<file path="src/rtl/spi_pkg.sv">
// rtl/spi_pkg.sv - shared SPI mode and FSM state encodings
package spi_pkg;

    localparam logic [1:0] SPI_MODE0 = 2'b00;
    localparam logic [1:0] SPI_MODE1 = 2'b01;
    localparam logic [1:0] SPI_MODE2 = 2'b10;
    localparam logic [1:0] SPI_MODE3 = 2'b11;

    typedef enum logic [1:0] {
        ST_IDLE  = 2'd0,
        ST_LOAD  = 2'd1,
        ST_SHIFT = 2'd2
    } spi_state_e;

    // Sample edge is the falling SCLK edge when CPOL and CPHA differ.
    function automatic logic sample_on_fall(input logic [1:0] mode);
        case (mode)
            SPI_MODE0, SPI_MODE3: return 1'b0;
            SPI_MODE1, SPI_MODE2: return 1'b1;
            default:              return 1'b0;
        endcase
    endfunction

endpackage

</file>
<file path="src/rtl/spi_sync_edge.sv">
// rtl/spi_sync_edge.sv - 2-FF synchronizer with rise/fall strobes
module spi_sync_edge #(
    parameter bit RESET_VAL = 1'b0
) (
    input  logic clk_i,
    input  logic rst_ni,
    input  logic d_i,
    output logic sync_o,
    output logic rise_o,
    output logic fall_o
);

    logic meta_q;
    logic sync_q;
    logic prev_q;

    always_ff @(posedge clk_i or negedge rst_ni) begin
        if (!rst_ni) begin
            meta_q <= RESET_VAL;
            sync_q <= RESET_VAL;
            prev_q <= RESET_VAL;
        end else begin
            meta_q <= d_i;
            sync_q <= meta_q;
            prev_q <= sync_q;
        end
    end

    assign sync_o = sync_q;
    assign rise_o = sync_q & ~prev_q;
    assign fall_o = ~sync_q & prev_q;

endmodule

</file>
<file path="src/rtl/spi_slave.sv">
// rtl/spi_slave.sv - oversampled SPI slave endpoint with back-to-back word support
module spi_slave
    import spi_pkg::*;
#(
    parameter bit clkPolarity = 1'b0,
    parameter bit clkPhase    = 1'b0,
    parameter int dataWidth   = 8
) (
    input  logic                 clk_i,
    input  logic                 rst_ni,
    input  logic                 cs_i,
    input  logic                 spiClk_i,
    input  logic                 mosi_i,
    output logic                 miso_o,
    output logic                 miso_en_o,
    input  logic [dataWidth-1:0] tx_data_i,
    output logic                 tx_ack_o,
    output logic [dataWidth-1:0] rx_data_o,
    output logic                 rx_valid_o,
    output logic                 busy_o,
    output logic                 frame_err_o
);

    localparam logic [1:0]       MODE        = {clkPolarity, clkPhase};
    localparam bit               SAMPLE_FALL = sample_on_fall(MODE);
    localparam int               CNT_W       = (dataWidth > 1) ? $clog2(dataWidth) : 1;
    localparam logic [CNT_W-1:0] LAST_BIT    = CNT_W'(dataWidth - 1);

    logic cs_sync, cs_rise, cs_fall;
    logic sclk_sync, sclk_rise, sclk_fall;
    logic mosi_meta_q, mosi_sync_q;
    logic sample_edge;
    logic unused_levels;

    spi_state_e             state_q, state_d;
    logic [dataWidth-1:0]   tx_shift_q, tx_shift_d;
    logic [dataWidth-2:0]   rx_shift_q, rx_shift_d;
    logic [CNT_W-1:0]       bit_cnt_q, bit_cnt_d;
    logic [dataWidth-1:0]   rx_data_q, rx_data_d;
    logic                   rx_valid_q, rx_valid_d;
    logic                   tx_ack_q, tx_ack_d;
    logic                   frame_err_q, frame_err_d;
    logic [dataWidth-1:0]   rx_word;

    spi_sync_edge #(.RESET_VAL(1'b1)) u_cs_sync (
        .clk_i  (clk_i),
        .rst_ni (rst_ni),
        .d_i    (cs_i),
        .sync_o (cs_sync),
        .rise_o (cs_rise),
        .fall_o (cs_fall)
    );

    spi_sync_edge #(.RESET_VAL(clkPolarity)) u_sclk_sync (
        .clk_i  (clk_i),
        .rst_ni (rst_ni),
        .d_i    (spiClk_i),
        .sync_o (sclk_sync),
        .rise_o (sclk_rise),
        .fall_o (sclk_fall)
    );

    always_ff @(posedge clk_i or negedge rst_ni) begin
        if (!rst_ni) begin
            mosi_meta_q <= 1'b0;
            mosi_sync_q <= 1'b0;
        end else begin
            mosi_meta_q <= mosi_i;
            mosi_sync_q <= mosi_meta_q;
        end
    end

    assign unused_levels = cs_sync ^ sclk_sync;
    assign sample_edge   = SAMPLE_FALL ? sclk_fall : sclk_rise;
    assign rx_word       = {rx_shift_q, mosi_sync_q};

    // MISO advances right after each synchronized sample edge and the MSB is
    // presented at load time: waiting for the synchronized shift edge would land
    // after the master's next sample edge at the 4x clock ratio.
    always_comb begin
        state_d     = state_q;
        tx_shift_d  = tx_shift_q;
        rx_shift_d  = rx_shift_q;
        bit_cnt_d   = bit_cnt_q;
        rx_data_d   = rx_data_q;
        rx_valid_d  = 1'b0;
        tx_ack_d    = 1'b0;
        frame_err_d = 1'b0;
        unique case (state_q)
            ST_IDLE: begin
                if (cs_fall) begin
                    state_d = ST_LOAD;
                end
            end
            ST_LOAD: begin
                if (cs_rise) begin
                    state_d = ST_IDLE;
                end else begin
                    tx_shift_d = tx_data_i;
                    tx_ack_d   = 1'b1;
                    bit_cnt_d  = '0;
                    rx_shift_d = '0;
                    state_d    = ST_SHIFT;
                end
            end
            ST_SHIFT: begin
                if (cs_rise) begin
                    state_d     = ST_IDLE;
                    frame_err_d = (bit_cnt_q != '0);
                    bit_cnt_d   = '0;
                    tx_shift_d  = '0;
                    rx_shift_d  = '0;
                end else if (sample_edge) begin
                    if (bit_cnt_q == LAST_BIT) begin
                        rx_data_d  = rx_word;
                        rx_valid_d = 1'b1;
                        bit_cnt_d  = '0;
                        tx_shift_d = tx_data_i;
                        tx_ack_d   = 1'b1;
                    end else begin
                        rx_shift_d = rx_word[dataWidth-2:0];
                        bit_cnt_d  = bit_cnt_q + CNT_W'(1);
                        tx_shift_d = {tx_shift_q[dataWidth-2:0], 1'b0};
                    end
                end
            end
            default: begin
                state_d = ST_IDLE;
            end
        endcase
    end

    always_ff @(posedge clk_i or negedge rst_ni) begin
        if (!rst_ni) begin
            state_q     <= ST_IDLE;
            tx_shift_q  <= '0;
            rx_shift_q  <= '0;
            bit_cnt_q   <= '0;
            rx_data_q   <= '0;
            rx_valid_q  <= 1'b0;
            tx_ack_q    <= 1'b0;
            frame_err_q <= 1'b0;
        end else begin
            state_q     <= state_d;
            tx_shift_q  <= tx_shift_d;
            rx_shift_q  <= rx_shift_d;
            bit_cnt_q   <= bit_cnt_d;
            rx_data_q   <= rx_data_d;
            rx_valid_q  <= rx_valid_d;
            tx_ack_q    <= tx_ack_d;
            frame_err_q <= frame_err_d;
        end
    end

    assign busy_o      = (state_q != ST_IDLE);
    assign miso_en_o   = (state_q != ST_IDLE);
    assign miso_o      = (state_q == ST_SHIFT) & tx_shift_q[dataWidth-1];
    assign tx_ack_o    = tx_ack_q;
    assign rx_data_o   = rx_data_q;
    assign rx_valid_o  = rx_valid_q;
    assign frame_err_o = frame_err_q;

endmodule
</file>
<file path="config.mk">
export PLATFORM = sky130hd
export DESIGN_NAME = spi_slave
export DESIGN_NICKNAME = d
export VERILOG_FILES = /design/src/rtl/spi_pkg.sv /design/src/rtl/spi_sync_edge.sv /design/src/rtl/spi_slave.sv
export SDC_FILE = /design/constraint.sdc
export NUM_CORES = 1
export LEC_CHECK = 0
export ABC_AREA = 1
export CORE_MARGIN = 4
export CORE_UTILIZATION = 30
export DETAILED_ROUTE_END_ITERATION = 7
export PLACE_DENSITY = 0.49
export SKIP_LAST_GASP = 1
export SYNTH_ARGS = -nofsm -noshare
export SYNTH_HDL_FRONTEND = slang
export SYNTH_SLANG_ARGS = --single-unit
</file>
<file path="constraint.sdc">
create_clock -name clk_i -period 2.7 [get_ports clk_i]
set_input_delay 0.54 -clock clk_i [delete_from_list [all_inputs] [get_ports clk_i]]
set_output_delay 0.54 -clock clk_i [all_outputs]
set_load 0.1 [all_outputs]
</file>
==> results.py <==
metrics = {
    "cts": {
        "clockBufferDepth": 2,
        "post-cts-setup-buffers": 0,
        "clkTransAtPathRegs_ns": 0.08,
        "worst_skew_pair.late_latency_ns": 0.29,
        "cts_tree": "built",
        "cts_buffers": 5,
        "ctsHoldBuffers": 0,
        "numClockSinks": 39,
        "cts_resized": 0,
        "cts_max_level": 2,
        "root_buffer": "clkbuf_8",
    },
    "global_route": {
        "first_global_vias": 1337,
        "gr-usage-all-layers": 0.1047,
        "grt-ovfl-total": 0,
        "grt_max_degree": 40,
        "antenna_found_initial": 0,
        "grt_pass1_wl_um": 6168,
    },
    "floorplanning": {
        "die_w_um": 86.54,
        "die_area_mm2": 0.007489,
        "num_io_pins": 27,
        "num_rows": 28,
        "start_util": 0.3107,
        "die_h_um": 86.54,
        "fp.coreArea_mm2": 0.005956,
    },
    "route": {
        "first_iter_violations": 89,
        "remaining_drc_errors": 0,
        "wl_um": 3482,
        "wl_per_cell_um": 10.88,
        "via_per_inst": 4.222,
        "vias": 1351,
        "first_pass_iters": 4,
        "ant_nets": 0,
    },
    "status": {
        "status": "complete, no violations",
    },
    "placed_design": {
        "gp_congestion": 0.8150,
        "dpl_cell_area_mm2": 0.002123,
        "port_buffers": 26,
        "dpl.hpwl_um": 2433,
        "dp.cells": 312,
    },
    "timing": {
        "final_max_slew_viol_count": 0,
        "period_share": 0.7927,
        "fin_setup_tns_ns": 0,
        "setup_viol": 0,
        "max_freq_ghz": 0.4673,
        "rsz0062_at_grt": "no",
        "worstMarginPinSlew_ns": 0.9007,
        "fin_crit_ns": 2.140,
        "slew_headroom": 0.3995,
        "hold_violations": 0,
        "finalClockSkew_ns": 0.01005,
    },
    "worst_hold_path": {
        "hold_class": "flop to flop",
        "hold_depth": 0,
    },
    "setup_path": {
        "cp_max_fo": 7,
        "cp-end-kind": "primary output",
        "endpoint": "miso_o",
        "r2r_end": "tx_shift_q[2]$_DFFE_PN0P_",
        "reg2reg_slack_ns": 0.93,
        "startpoint": "state_q[0]$_DFFE_PN0P_",
        "required_ns": 2.16,
        "critical_path_class": "flop to primary output",
        "ff2ff_path_depth": 9,
        "reg2reg_from": "bit_cnt_q[0]$_DFFE_PN0P_",
        "cp.arrival_ns": 1.60,
        "worst_setup_path_start_kind": "flop",
    },
    "finish": {
        "final_area_mm2": 0.002208,
        "finalNonFillerCells": 320,
        "final_common_cell": "nand2_1",
        "nets": 264,
        "syn2layout_area_growth_pct": 19.34,
        "layout-drive-gt1-share": 0.1673,
        "insertedDiodeCount": 0,
        "final_cell_mix": "nand2_1 (100), dfrtp_1 (36), inv_1 (20)",
    },
    "synthesis": {
        "yosysSeqAreaShare": 0.5294,
        "ys_warn_count": 0,
        "synth-seq-cells": 39,
        "yosysUniqueCellTypes": 23,
        "synth_nets": 236,
        "synthesis.area_mm2": 0.001851,
        "syn_avg_cell_area_um2": 8.567,
        "netlist_instances": 216,
    },
    "run": {
        "maxCapViolCount": 0,
    },
    "power_and_ir_drop": {
        "max-vdd-ir-drop_mv": 0.3967,
        "power_leakage_nw": 1.172,
        "power_density_mw_per_mm2": 906.1,
    },
}
==> per-layer routing <==
| metal | up-vias | track usage | wire length, um |
|---|---|---|---|
| met1 | 605 | 0.1421 | 1772 |
| met4 | 0 | 0.03824 | 38 |
| met2 | 25 | 0.1599 | 1506 |
| met3 | 6 | 0.02852 | 164 |
| li1 | 715 | - | - |
| met5 | - | 0 | 0 |
==> layout make-up <==
| type | instances | area [um2] |
|---|---|---|
| Fill cell | 639 | 3747 |
| Tap cell | 75 | 93.84 |
| Clock inverter | 2 | 12.51 |
| Multi-Input combinational cell | 150 | 744.5 |
| Clock buffer | 6 | 72.57 |
| Sequential cell | 39 | 979.7 |
| Inverter | 22 | 85.08 |
| Timing Repair Buffer | 26 | 220.2 |
==> where the power goes <==
group          internal, mW  switching, mW  leakage, nW
Clock                 0.181          0.205       0.0412
Sequential            0.690         0.0530        0.505
Combinational         0.233          0.639        0.625
==> cells in the mapped netlist, drive strengths merged <==
master  instances  area [um2]
a211oi          1       7.510
a21oi           2       21.27
dfstp           3       78.83
nor2            9       41.29
or2             1       6.260
nand3b          1       20.02
buf             5       41.29
o21ai          20       126.4
nand2         103       399.1
clkinv          1       3.750
inv            21       81.33
nand3           6       35.03
dfrtp          36       900.9
ha              7       87.58
==> worst min-delay path by stage <==
stage                                  from                           end  slack [ns]
2_1_floorplan                        rst_ni      bit_cnt_q[0]$_DFFE_PN0P_        0.24
3_3_place_gp   u_sclk_sync.meta_q$_DFF_PN0_  u_sclk_sync.sync_o$_DFF_PN0_        0.33
3_5_place_dp   u_sclk_sync.meta_q$_DFF_PN0_  u_sclk_sync.sync_o$_DFF_PN0_        0.34
4_1_cts        u_sclk_sync.meta_q$_DFF_PN0_  u_sclk_sync.sync_o$_DFF_PN0_        0.35
5_1_grt        u_sclk_sync.meta_q$_DFF_PN0_  u_sclk_sync.sync_o$_DFF_PN0_        0.36
6_report              mosi_meta_q$_DFF_PN0_         mosi_sync_q$_DFF_PN0_        0.35
==> cells by family after synthesis <==
| family | after synthesis | synth area share |
|---|---|---|
| flops | 39 | 0.5294 |
| fa+ha+maj | 7 | 0.04733 |
| buf+inv | 27 | 0.06829 |
| simple gates | 120 | 0.2711 |
| compound gates | 23 | 0.08384 |
==> metrics by stage <==
stage / util / power (mW) / setup slack [ns] / hold WS, ns
2_1_floorplan: - / 1.463 / 0.5336 / 0.2444
3_3_place_gp: 0.3565 / 1.649 / 0.8643 / 0.3329
3_5_place_dp: 0.3565 / 1.647 / 0.8661 / 0.3355
4_1_cts: 0.3708 / 2.047 / 0.5370 / 0.3530
5_1_grt: 0.3708 / 2.180 / 0.4170 / 0.3556
6_report: 0.3708 / 2.001 / 0.5598 / 0.3473
==> flip-flops by register name (all words and copies together), names as in the netlist <==
name / cells
bit_cnt_q: 3
frame_err_o: 1
mosi_meta_q: 1
mosi_sync_q: 1
rx_data_o: 8
rx_shift_q: 7
rx_valid_o: 1
state_q: 2
tx_ack_o: 1
tx_shift_q: 8
u_cs_sync.meta_q: 1
u_cs_sync.prev_q: 1
u_cs_sync.sync_o: 1
u_sclk_sync.meta_q: 1
u_sclk_sync.prev_q: 1
u_sclk_sync.sync_o: 1
==> worst max-delay path, stage by stage (launching register included) <==
cell and delay, ns:
dfrtp_1 0.38, inv_1 0.12, ha_1 0.34, nand2_1 0.13, inv_1 0.07, buf_4 0.28
No activity file was read; power rests on OpenSTA's default activity.
